==> config.mk <==
export PLATFORM = sky130hd
export DESIGN_NAME = hc595_serial_driver_flat
export DESIGN_NICKNAME = d
export VERILOG_FILES = /design/src/rtl/hc595_serial_driver_if.sv /design/src/rtl/hc595_serial_driver.sv /design/src/flat_wrapper.sv
export SDC_FILE = /design/constraint.sdc
export NUM_CORES = 1
export LEC_CHECK = 0
export ABC_AREA = 1
export BUFFER_PORTS_ARGS = -buffer_cell sky130_fd_sc_hd__clkbuf_2
export CAP_MARGIN = 20
export CORE_MARGIN = 10
export CORE_UTILIZATION = 40
export DETAILED_ROUTE_END_ITERATION = 7
export PLACE_DENSITY_LB_ADDON = 0.25
export SYNTH_ARGS = -nofsm -noshare
export SYNTH_HDL_FRONTEND = slang
export SYNTH_SLANG_ARGS = --single-unit
==> constraint.sdc <==
create_clock -name Clk -period 1.4 [get_ports Clk]
set_input_delay 0.21 -clock Clk [delete_from_list [all_inputs] [get_ports Clk]]
set_output_delay 0.21 -clock Clk [all_outputs]
set_load 0.01 [all_outputs]
==> src/rtl/hc595_serial_driver_if.sv <==
// hc595_serial_driver_if
//   Groups the word/enable inputs and the three 74HC595 pins of the
//   serial driver into one bundle.
//   Signals:
//     Data  [DATA_W-1:0]  word to send (Data[15] ends in the far chip's QH)
//     S_EN                send enable, level-sensitive continuous refresh
//     SH_CP               74HC595 shift clock (shift on rising edge)
//     ST_CP               74HC595 storage/latch clock (latch on rising edge)
//     DS                  serial data into the first chip
//   Modports:
//     master  the user side: drives Data/S_EN, observes the chip pins
//     slave   the driver itself: takes Data/S_EN, drives the chip pins
//   Handshake: there is no valid/ready pair. S_EN is a level; Data is
//   sampled only at frame start, so it may change freely mid-frame.
interface hc595_serial_driver_if #(
    parameter int DATA_W = 16
);
    logic [DATA_W-1:0] Data;
    logic              S_EN;
    logic              SH_CP;
    logic              ST_CP;
    logic              DS;

    modport master (output Data, output S_EN, input SH_CP, input ST_CP, input DS);
    modport slave  (input Data, input S_EN, output SH_CP, output ST_CP, output DS);
endinterface

==> src/rtl/hc595_serial_driver.sv <==
// hc595_serial_driver
//   Serialises a 16-bit word into two daisy-chained 74HC595 chips and
//   refreshes them continuously while S_EN is high. One SH_CP half-period
//   is one tick of CLK_DIV system clocks; a frame is 33 ticks: 16 pairs of
//   (set DS, raise SH_CP) followed by one latch tick raising ST_CP.
//   Ports:
//     Clk        system clock, rising edge
//     Rst_n      asynchronous active-low reset
//     bus        hc595_serial_driver_if.slave (Data, S_EN in; SH_CP, ST_CP, DS out)
//     state_dbg  1 while the FSM is in BUSY
//   Build option:
//     HC595_LSB_FIRST_EN  when defined, Data[0] is shifted first instead of
//                         Data[15]; timing is unchanged.
module hc595_serial_driver #(
    parameter int CLK_DIV = 4,
    parameter int DATA_W  = 16
) (
    input  logic                  Clk,
    input  logic                  Rst_n,
    hc595_serial_driver_if.slave  bus,
    output logic                  state_dbg
);

    localparam int DIV_W  = (CLK_DIV > 1) ? $clog2(CLK_DIV) : 1;
    localparam int EDGE_W = $clog2(2 * DATA_W + 1);
    localparam int IDX_W  = $clog2(DATA_W);

    localparam logic [DIV_W-1:0]  DIV_LAST   = DIV_W'(CLK_DIV - 1);
    localparam logic [EDGE_W-1:0] EDGE_LATCH = EDGE_W'(2 * DATA_W);

    typedef enum logic {
        IDLE = 1'b0,
        BUSY = 1'b1
    } state_t;

    state_t              state, state_n;
    logic [DIV_W-1:0]    div_cnt, div_cnt_n;
    logic [EDGE_W-1:0]   edge_cnt, edge_cnt_n;
    logic [DATA_W-1:0]   r_data, r_data_n;
    logic                sh_cp, sh_cp_n;
    logic                st_cp, st_cp_n;
    logic                ds, ds_n;

    logic                tick;
    logic [IDX_W-1:0]    bit_idx;
    logic [DATA_W-1:0]   shift_src;
    logic                ds_bit;

    // Even edge k carries bit k/2 of the frame.
    assign tick    = (div_cnt == DIV_LAST);
    assign bit_idx = edge_cnt[IDX_W:1];

    // shift_src is ordered so that index 0 is the first bit on the wire.
    always_comb begin
        shift_src = '0;
`ifdef HC595_LSB_FIRST_EN
        shift_src = r_data;
`else
        for (int i = 0; i < DATA_W; i++) begin
            shift_src[i] = r_data[DATA_W-1-i];
        end
`endif
    end

    assign ds_bit = shift_src[bit_idx];

    always_comb begin
        state_n    = state;
        div_cnt_n  = tick ? '0 : div_cnt + DIV_W'(1);
        edge_cnt_n = edge_cnt;
        r_data_n   = r_data;
        sh_cp_n    = sh_cp;
        st_cp_n    = st_cp;
        ds_n       = ds;

        case (state)
            IDLE: begin
                sh_cp_n = 1'b0;
                ds_n    = 1'b0;
                if (tick) begin
                    st_cp_n = 1'b0;
                end
                if (bus.S_EN) begin
                    // Restart the divider so the first DS bit lands exactly
                    // one tick after frame start.
                    r_data_n   = bus.Data;
                    edge_cnt_n = '0;
                    div_cnt_n  = '0;
                    state_n    = BUSY;
                end
            end

            BUSY: begin
                if (tick) begin
                    if (edge_cnt == EDGE_LATCH) begin
                        sh_cp_n    = 1'b0;
                        st_cp_n    = 1'b1;
                        edge_cnt_n = '0;
                        if (bus.S_EN) begin
                            r_data_n = bus.Data;
                        end else begin
                            state_n = IDLE;
                        end
                    end else if (!edge_cnt[0]) begin
                        // Falling SH_CP half: present the next bit.
                        sh_cp_n    = 1'b0;
                        ds_n       = ds_bit;
                        edge_cnt_n = edge_cnt + EDGE_W'(1);
                        if (edge_cnt == '0) begin
                            st_cp_n = 1'b0;
                        end
                    end else begin
                        // Rising SH_CP half: DS was set one tick earlier and
                        // is left untouched across the edge.
                        sh_cp_n    = 1'b1;
                        edge_cnt_n = edge_cnt + EDGE_W'(1);
                    end
                end
            end

            default: state_n = IDLE;
        endcase
    end

    always_ff @(posedge Clk or negedge Rst_n) begin
        if (!Rst_n) begin
            state    <= IDLE;
            div_cnt  <= '0;
            edge_cnt <= '0;
            r_data   <= '0;
            sh_cp    <= 1'b0;
            st_cp    <= 1'b0;
            ds       <= 1'b0;
        end else begin
            state    <= state_n;
            div_cnt  <= div_cnt_n;
            edge_cnt <= edge_cnt_n;
            r_data   <= r_data_n;
            sh_cp    <= sh_cp_n;
            st_cp    <= st_cp_n;
            ds       <= ds_n;
        end
    end

    assign bus.SH_CP = sh_cp;
    assign bus.ST_CP = st_cp;
    assign bus.DS    = ds;
    assign state_dbg = (state == BUSY);

endmodule

==> src/flat_wrapper.sv <==
// flat-port wrapper written by rule: the top's interface ports become plain ports
module hc595_serial_driver_flat 
#(
    parameter int CLK_DIV = 4,
    parameter int DATA_W  = 16
)
  (Clk, Rst_n, state_dbg, bus_Data, bus_S_EN, bus_SH_CP, bus_ST_CP, bus_DS);
  hc595_serial_driver_if #(.DATA_W(DATA_W)) bus_i ();
  input  logic Clk;
  input  logic Rst_n;
  output logic state_dbg;
  input wire logic [$bits(bus_i.Data)-1:0] bus_Data;
  input wire logic [$bits(bus_i.S_EN)-1:0] bus_S_EN;
  output wire logic [$bits(bus_i.SH_CP)-1:0] bus_SH_CP;
  output wire logic [$bits(bus_i.ST_CP)-1:0] bus_ST_CP;
  output wire logic [$bits(bus_i.DS)-1:0] bus_DS;
  assign bus_i.Data = bus_Data;
  assign bus_i.S_EN = bus_S_EN;
  assign bus_SH_CP = bus_i.SH_CP;
  assign bus_ST_CP = bus_i.ST_CP;
  assign bus_DS = bus_i.DS;
  hc595_serial_driver #(.CLK_DIV(CLK_DIV), .DATA_W(DATA_W)) u_core (.Clk(Clk), .Rst_n(Rst_n), .bus(bus_i), .state_dbg(state_dbg));
endmodule
==> qor.csv, run 1 <==
stage;metric;value;unit
yosys;synth.cell_area;0.00151;mm²
yosys;syn_inst;182;
final_layout;utilization;0.536;
final_layout;postLayoutCellArea;0.00196;mm²
power;p_leak;1.03;nW
yosys;synthTopCellsByArea;dfrtp_1, nand2_1, o21ai_2, inv_1, nand3_1;
floorplanning;die-height;81.5;µm
detailed_routing;finalWirelength;3.17;mm
critical_path;cpMaxStageDelayCell;dfrtp_1;
critical_path;path_buf_inv;2;
critical_path;ff2ff_path_depth;8;
critical_path;startpoint;u_core.edge_cnt[0];
detailed_routing;wl_per_cell;11.7;µm
sta;setup_violations;0;
detailed_routing;drt_pre_antenna_iters;4;
final_layout;num-nets-final;248;
placement;place.gp.congestion;0.819;
critical_path;required;1.58;ns
clocking;cts_tree;done;
floorplanning;die-area;0.00664;mm²
sta;slew_violations;0;
critical_path;worst_setup_path_end_kind;flip-flop;
critical_path;r2r-end;u_core.r_data[15];
final_layout;final_common_cell;nand2_1;
sta;fin_crit_sh;0.991;
clocking;cts.htree.levels;1;
global_routing;globalRouteOverflowTotal;0;
global_routing;antenna_found_initial;0;
yosys;synth_top_area_share;0.463;
final_layout;synthToLayoutAreaGrowth;29.7;%
final_layout;diodes;0;
yosys;yosysWarnings;0;
clocking;clock_path_buffers;2;
yosys;synth_cell_type_count;24;
critical_path;crit_type;flip-flop to flip-flop;
detailed_routing;vias;1243;
final_layout;fillCellCount;371;
final_layout;mostFrequentLayoutCells;nand2_1, dfrtp_1, inv_1;
power;ir_drop;0.000666;V
critical_path;crit_chain;inv_2 > ha_4 > nand4_1 > nand2_2 > nand3_4 > buf_12 > nand2_1 > o21ai_2;
worst_hold_path;holdPathStages;3;
placement;placed_area;0.00180;mm²
critical_path;worstReg2RegStart;u_core.edge_cnt[0];
sta;slew_headroom;0.767;
floorplanning;start_util;0.413;
sta;fmax;721;MHz
clocking;cts_sinks;28;
critical_path;start_kind;flip-flop;
clocking;cts_buffers;3;
critical_path;rrSetupSlack;0.01;ns
detailed_routing;vias_per_cell;4.57;
yosys;avgSynthCellArea;8.31;µm²
yosys;synth_largest_area_cell;dfrtp_1;
floorplanning;die_w;81.5;µm
power;p_per_area;770;mW/mm²
placement;portBuffers;22;
yosys;seq_area_frac_synth;0.463;
yosys;ys_ff_latch;28;
sta;rsz0062_at_grt;true;
global_routing;grt_pass1_vias;1218;
placement;placedCellCount;263;
yosys;syn-num-nets;205;
status;outcome;finished clean;
sta;layout_min_cycle_time;1.39;ns
critical_path;critical-path-top-delay-family;simple AND/OR/NAND/NOR gates;
worst_hold_path;min_from;bus_Data[13];
detailed_routing;drt-initial-drc-count;92;
floorplanning;rows;22;
job;cap_violations;0;
final_layout;final_cells;272;
clocking;cts_root_buf;clkbuf_8;
floorplanning;core_area;0.00366;mm²
critical_path;arrival;1.57;ns
sta;finalHoldViolCount;0;
detailed_routing;drc_errors;0;
final_layout;drive_above_1_share;0.393;
sta;tightestPinTransition;0.349;ns
global_routing;grt_max_degree;33;
sta;hold_ws;0.141;ns
worst_hold_path;hold_end;u_core.r_data[13];
global_routing;grt_use_total;0.102;
placement;dp_hpwl;2.31;mm
critical_path;path_max_fanout;16;
floorplanning;ioPinCount;23;
detailed_routing;detail-route-antenna-nets;0;
sta;final.setup.worst_slack;0.0129;ns
sta;finClkSkew;0.00201;ns
global_routing;grt_first_pass_wirelength;5.44;mm
clocking;clk_pin_slew_worst_paths;0.10;ns
sta;setup_tns;0;ns
placement;place_ws;-0.00982;ns
critical_path;critPathMaxStageDelay;0.40;ns
clocking;clock_latency;0.28;ns
power;finalPower;1.51;mW
worst_hold_path;hp-class;primary input to flip-flop;
[cell families after synthesis]
logic type / count (synthesis) / synth area share
adder cells (fa/ha/maj): 4 / 0.0331
buffers and inverters: 34 / 0.103
AO/OA/AOI/OAI: 24 / 0.126
AND/OR/NAND/NOR: 92 / 0.275
flip-flops: 28 / 0.463
[where the power goes]
group          switching, mW  leakage [nW]  internal (mW)
Combinational         0.0339         0.636         0.0249
Clock                  0.261        0.0357          0.383
Sequential                 0         0.361          0.808
[worst max-delay path by stage]
stage                    endpoint  cells after the start
3_3_place_gp   u_core.edge_cnt[5]                      7
6_report        u_core.r_data[15]                      8
3_5_place_dp     u_core.r_data[1]                      8
5_1_grt          u_core.r_data[0]                      7
2_1_floorplan    u_core.r_data[0]                      9
4_1_cts          u_core.r_data[1]                      8
[timing repair]
action	in CTS	in global routing
setup endpoints to repair	19	23
pin swaps	2	4
gates cloned	0	1
gates resized for setup	3	9
hold endpoints to repair	28	0
hold buffers	1	0
buffers inserted	2	1
[flip-flops by register name (all words and copies together), names as in the netlist]
| signal | flops |
|---|---|
| u_core.bus.DS | 1 |
| u_core.bus.SH_CP | 1 |
| u_core.bus.ST_CP | 1 |
| u_core.div_cnt | 2 |
| u_core.edge_cnt | 6 |
| u_core.r_data | 16 |
| u_core.state_dbg | 1 |
[Yosys cell counts, drive strengths merged]
cell	n
nand4	2
ha	4
nand3b	1
a21oi	1
buf	5
o21ai	20
nand3	17
dfrtp	28
nor2	11
inv	28
clkinv	1
nor3	3
o211ai	1
o22ai	1
nand2	58
o21bai	1
[per-layer routing]
layer | vias to the layer above | GRT usage | wire length (µm)
li1 | 654 | - | -
met3 | 7 | 0.0328 | 130
met2 | 23 | 0.155 | 1490
met4 | 0 | 0.0433 | 52
met1 | 559 | 0.131 | 1500
met5 | - | 0 | 0
[worst min-delay path, delay by kind of cell]
kind	cells	cell delay (ns)
compound gates	1	0.05
buf+inv	2	0.13
[area by class of cell]
cell class | instances | area, µm² | area share
multi-input combinational | 120 | 713 | 0.364
sequential | 28 | 701 | 0.357
timing repair buffer | 43 | 300 | 0.153
inverter | 29 | 116 | 0.0593
tap | 48 | 60.1 | 0.0306
clock buffer | 3 | 41.3 | 0.0210
clock inverter | 1 | 30.0 | 0.0153
Note: power is estimated with default switching activity, not from simulation.
==> inputs of run 2 (changes only) <==
--- a/config.mk
+++ b/config.mk
@@ -11,6 +11,7 @@
 export CORE_MARGIN = 10
 export CORE_UTILIZATION = 40
 export DETAILED_ROUTE_END_ITERATION = 7
+export GPL_TIMING_DRIVEN = 0
 export PLACE_DENSITY_LB_ADDON = 0.25
 export SYNTH_ARGS = -nofsm -noshare
 export SYNTH_HDL_FRONTEND = slang
==> run 2 against run 1 <==
  * The flow now finishes with violations (negative setup slack)
  * Total power fell by 9.3%
  * Register-to-register slack got worse by 0.12 ns
  * Fmax decreased by 7.9%
  * Critical endpoint is now u_core.r_data[2]
  * Wire length up 3.2%
  * Clock skew hardly changed
  * Worst hold slack improved by 0.0027 ns
  * Sequential power hardly changed
  * Highest routed layer unchanged
  * Setup slack worse by 0.12 ns
  * Critical path depth rose by 1
  * Flip-flop and latch count unchanged
  * First-iteration DRC count is 42% lower
  * Clock power fell by 21%
==> qor.csv, run 2 (same netlist as run 1, synthesis figures left out) <==
stage;metric;value;unit
detailed_routing;wl_per_cell;12.3;µm
clocking;cts_root_buf;clkbuf_8;
sta;finClkSkew;0.00187;ns
placement;dp_hpwl;2.24;mm
final_layout;largest_reg_flops;16;
final_layout;final_common_cell;nand2_1;
worst_hold_path;hp-class;primary input to flip-flop;
global_routing;grt_max_degree;29;
final_layout;num-nets-final;242;
status;violations;negative setup slack;
global_routing;grt_pass1_vias;1296;
sta;slew_headroom;0.536;
floorplanning;start_util;0.413;
clocking;cts_buffers;3;
sta;tightestPinTransition;0.696;ns
worst_hold_path;min_from;bus_Data[0];
critical_path;path_buf_inv;3;
final_layout;diodes;0;
power;p_sw_frac;0.210;
floorplanning;core_area;0.00366;mm²
sta;fmax;664;MHz
critical_path;cpMaxStageDelayCell;dfrtp_1;
clocking;cts_tree;done;
critical_path;crit_chain;buf_6 > clkinv_8 > ha_4 > nand4_1 > nand2_2 > nand3_4 > buf_6 > nand2_2 > o21ai_2;
final_layout;final_cells;266;
final_layout;mostFrequentLayoutCells;nand2_1, dfrtp_1, inv_1;
critical_path;arrival;1.68;ns
critical_path;worst_setup_path_end_kind;flip-flop;
final_layout;top_regs;u_core.r_data (16), u_core.edge_cnt (6), u_core.div_cnt (2);
final_layout;synthToLayoutAreaGrowth;30.9;%
power;ir_drop;0.000467;V
placement;placedCellCount;252;
status;outcome;finished with violations;
floorplanning;ioPinCount;23;
power;power_frac_comb;0.042;
final_layout;top_register;u_core.r_data;
sta;final.setup.worst_slack;-0.107;ns
power;pwr-share-seq;0.590;
placement;place.gp.congestion;0.812;
power;pwr-share-clk;0.369;
job;cap_violations;0;
power;p_switching;0.288;mW
clocking;cts.htree.levels;1;
final_layout;drive_above_1_share;0.427;
detailed_routing;detail-route-antenna-nets;0;
power;internal_power;1.08;mW
global_routing;grt_use_total;0.109;
power;finalPower;1.37;mW
detailed_routing;vias;1258;
sta;layout_min_cycle_time;1.51;ns
sta;setup_violations;20;
floorplanning;die-height;81.5;µm
detailed_routing;drt-initial-drc-count;53;
clocking;clock_path_buffers;2;
global_routing;grt_first_pass_wirelength;5.82;mm
clocking;clock_latency;0.27;ns
global_routing;globalRouteOverflowTotal;0;
critical_path;required;1.58;ns
sta;finalHoldViolCount;0;
critical_path;crit_type;flip-flop to flip-flop;
sta;setup_tns;-1.58;ns
sta;rsz0062_at_grt;true;
floorplanning;rows;22;
critical_path;startpoint;u_core.edge_cnt[1];
detailed_routing;finalWirelength;3.27;mm
power;p_leak;1.01;nW
critical_path;critPathMaxStageDelay;0.41;ns
detailed_routing;drt_pre_antenna_iters;5;
critical_path;critical-path-top-delay-family;simple AND/OR/NAND/NOR gates;
power;p_per_area;692;mW/mm²
floorplanning;die_w;81.5;µm
clocking;cts_sinks;28;
floorplanning;die-area;0.00664;mm²
clocking;clk_pin_slew_worst_paths;0.10;ns
detailed_routing;vias_per_cell;4.73;
sta;fin_crit_sh;1.08;
global_routing;antenna_found_initial;0;
critical_path;worstReg2RegStart;u_core.edge_cnt[1];
detailed_routing;drc_errors;0;
critical_path;path_max_fanout;7;
critical_path;start_kind;flip-flop;
placement;portBuffers;22;
sta;slew_violations;0;
-- run 2: cell types whose count changed in the layout (fill, tap and decap cells not counted), sizes merged --
| cell | previous run | this run |
|---|---|---|
| buf | 19 | 14 |
| bufinv | 1 | 0 |
-- run 2: routing by layer --
metal | up-vias | part of all wire | GRT usage
met5 | - | 0 | 0
met4 | 0 | 0.0089 | 0.0415
met3 | 2 | 0.041 | 0.0218
met2 | 19 | 0.51 | 0.186
met1 | 594 | 0.44 | 0.133
li1 | 643 | - | -
-- run 2: path summary, 6_finish.rpt --
path,to,depth (start not counted),slack (ns)
min,u_core.r_data[0],3,0.14
max reg2reg,u_core.r_data[2],9,-0.11
max in group asynchronous,u_core.edge_cnt[2],2,0.41
max,u_core.r_data[2],9,-0.11
min in group asynchronous,u_core.r_data[7],2,0.51
min reg2reg,u_core.div_cnt[0],1,0.47
-- run 2: what timing repair did --
item	4_1_cts	5_1_grt
setup endpoints to repair	22	25
gates resized for setup	26	8
hold endpoints to repair	28	0
hold buffers	1	0
buffers inserted	5	2
pin swaps	2	1
gates cloned	2	0
-- run 2: layout make-up --
cell class	instances	area (µm²)
timing repair buffer	32	211
sequential	28	702
clock buffer	4	55.1
tap	48	60.1
inverter	29	124
fill	360	1680
buffer	5	65.1
multi-input combinational	120	763
-- run 2: metrics by stage --
step | hold slack, ns | utilization | setup slack [ns] | instance area (µm²)
floorplan | -0.0856 | - | 0.00842 | 1550
detailed placement | 0.293 | 0.470 | -0.128 | 1720
finish | 0.144 | 0.541 | -0.107 | 1980
global route | 0.152 | 0.541 | -0.187 | 1980
global placement | 0.293 | 0.470 | -0.120 | 1720
CTS | 0.141 | 0.527 | -0.0818 | 1930
-- run 2: tightest hold or removal path, delay by kind of cell --
family	cells	cell delay, ns
AO/OA/AOI/OAI	1	0.05
buffers and inverters	2	0.13
-- run 2: power by group through the flow --
stage | Sequential, mW | Combinational [mW] | Clock [mW]
3_3_place_gp | 0.824 | 0.0555 | 0
6_report | 0.808 | 0.0570 | 0.506
4_1_cts | 0.808 | 0.0593 | 0.518
2_1_floorplan | 0.824 | 0.0138 | 0
5_1_grt | 0.808 | 0.0687 | 0.546
3_5_place_dp | 0.824 | 0.0569 | 0
==> inputs of run 3 (changes only) <==
==> constraint.sdc (replaced) <==
create_clock -name Clk -period 1.3 [get_ports Clk]
set_input_delay 0.195 -clock Clk [delete_from_list [all_inputs] [get_ports Clk]]
set_output_delay 0.195 -clock Clk [all_outputs]
set_load 0.01 [all_outputs]
==> run 3 against run 2 <==
  * The run still ends with negative setup slack left
  * Flip-flop and latch count unchanged
  * Critical path depth unchanged
  * Wire length down 3.3%
  * Clock skew up 0.0076 ns
  * Clock-buffer cell count down 1
  * Via count down 1.9%
  * Core utilization down 0.85 points
  * Largest power group unchanged
  * Highest routed layer unchanged
==> qor.csv, run 3 (same netlist as run 1, synthesis figures left out) <==
stage;metric;value;unit
placement;portBuffers;22;
global_routing;antenna_found_initial;0;
detailed_routing;vias_per_cell;4.69;
sta;finClkSkew;0.00950;ns
global_routing;top_usage_layer;met2;
sta;finalHoldViolCount;0;
clocking;cts_sinks;28;
sta;layout_min_cycle_time;1.49;ns
sta;slew_headroom;0.537;
floorplanning;core_area;0.00366;mm²
sta;fin_crit_sh;1.14;
placement;place.gp.congestion;0.812;
critical_path;startpoint;u_core.edge_cnt[1];
critical_path;worstReg2RegStart;u_core.edge_cnt[1];
power;p_per_area;835;mW/mm²
global_routing;grt_util_met1;0.129;
sta;final.setup.worst_slack;-0.188;ns
final_layout;mostFrequentLayoutCells;nand2_1, dfrtp_1, inv_1;
final_layout;fillCellCount;358;
clocking;cts_tree;done;
critical_path;required;1.48;ns
global_routing;grt_pass1_vias;1254;
status;outcome;finished with violations;
worst_hold_path;min_from;bus_Data[1];
global_routing;grtUsageMet2;0.174;
detailed_routing;drt_pre_antenna_iters;3;
final_layout;final_cells;263;
detailed_routing;drc_errors;0;
global_routing;met3_usage;0.0338;
job;cap_violations;0;
final_layout;num-nets-final;239;
final_layout;top_register;u_core.r_data;
floorplanning;ioPinCount;23;
status;violations;negative setup slack;
clocking;clock_path_buffers;2;
sta;fmax;672;MHz
final_layout;largest_reg_flops;16;
power;ir_drop;0.000477;V
final_layout;utilization;0.532;
global_routing;grt_max_degree;29;
critical_path;rrSetupSlack;-0.19;ns
final_layout;diodes;0;
critical_path;crit_chain;buf_6 > clkinv_8 > ha_4 > nand4_1 > nand2_2 > nand3_4 > buf_6 > nand2_2 > o21ai_2;
power;p_leak;1.00;nW
detailed_routing;drt-initial-drc-count;44;
sta;setup_violations;25;
critical_path;path_buf_inv;3;
sta;slew_violations;0;
final_layout;final_common_cell;nand2_1;
floorplanning;rows;22;
sta;hold_ws;0.113;ns
global_routing;grt_first_pass_wirelength;5.64;mm
critical_path;path_max_fanout;7;
clocking;cts_root_buf;clkbuf_8;
critical_path;critPathMaxStageDelay;0.41;ns
sta;tightestPinTransition;0.694;ns
detailed_routing;finalWirelength;3.17;mm
sta;rsz0062_at_grt;true;
detailed_routing;detail-route-antenna-nets;0;
clocking;clock_latency;0.29;ns
critical_path;arrival;1.67;ns
floorplanning;die-area;0.00664;mm²
detailed_routing;vias;1234;
detailed_routing;wl_per_cell;12.0;µm
floorplanning;die-height;81.5;µm
floorplanning;start_util;0.413;
clocking;cts.htree.levels;1;
placement;place_ws;-0.224;ns
final_layout;top_regs;u_core.r_data (16), u_core.edge_cnt (6), u_core.div_cnt (2);
critical_path;worst_setup_path_end_kind;flip-flop;
final_layout;synthToLayoutAreaGrowth;28.9;%
final_layout;drive_above_1_share;0.405;
floorplanning;die_w;81.5;µm
placement;dp_hpwl;2.29;mm
critical_path;critical-path-top-delay-family;simple AND/OR/NAND/NOR gates;
clocking;cts_buffers;3;
critical_path;cpMaxStageDelayCell;dfrtp_1;
placement;placedCellCount;252;
global_routing;globalRouteOverflowTotal;0;
global_routing;grt_use_total;0.109;
critical_path;start_kind;flip-flop;
worst_hold_path;hp-class;primary input to flip-flop;
clocking;clk_pin_slew_worst_paths;0.10;ns
critical_path;crit_type;flip-flop to flip-flop;
run 3: changes by cell type in the layout (fill, tap and decap cells not counted), moves of 2 or more:
cell / previous run / this run
nor3_1: 1 / 3
nor3_2: 2 / 0
nand2_2: 12 / 14
o21ai_1: 0 / 2
nand2_4: 6 / 4
buf_4: 8 / 5
run 3: path summary, 6_finish.rpt:
check | to | depth (start not counted)
setup / recovery | u_core.r_data[15] | 9
hold / removal | u_core.r_data[1] | 3
setup reg to reg | u_core.r_data[15] | 9
hold reg to reg | u_core.r_data[5] | 2
max in group asynchronous | u_core.edge_cnt[2] | 2
min in group asynchronous | u_core.r_data[7] | 2
run 3: worst min-delay path, stage by stage:
cell,delay (ns)
clkbuf_2,0.08
inv_1,0.05
o21ai_2,0.05
run 3: per-stage QoR:
| step | cell area [µm²] | power [mW] | TNS, ns |
|---|---|---|---|
| after detailed placement | 1720 | 0.949 | -4.40 |
| after global placement | 1720 | 0.947 | -4.35 |
| final | 1950 | 1.63 | -3.77 |
| after global routing | 1950 | 1.72 | -5.99 |
| after CTS | 1930 | 1.65 | -4.16 |
| after floorplan | 1550 | 0.903 | -1.43 |
run 3: repair_timing:
item | 4_1_cts | 5_1_grt
hold buffers | 1 | 0
cloned | 2 | 0
setup endpoints to repair | 24 | 26
pin swaps | 1 | 2
setup buffers | 4 | 0
resized for setup | 24 | 4
endpoints found under the hold margin | 28 | 0
run 3: per-layer routing:
layer	wire length [µm]	vias to the layer above
met2	1500	15
met4	68	0
met1	1460	574
li1	-	640
met3	138	5
met5	0	-
run 3: layout make-up:
| type | instances | area (µm²) | area share |
|---|---|---|---|
| multi-input combinational | 120 | 744 | 0.382 |
| inverter | 29 | 121 | 0.0623 |
| tap | 48 | 60.1 | 0.0308 |
| buffer | 5 | 61.3 | 0.0315 |
| clock buffer | 3 | 41.3 | 0.0212 |
| sequential | 28 | 702 | 0.360 |
| clock inverter | 1 | 30.0 | 0.0154 |
| timing repair buffer | 29 | 189 | 0.0969 |
run 3: power breakdown:
part	internal (mW)	switching (mW)
combinational	0.0248	0.0359
sequential	0.870	0
clock	0.413	0.284
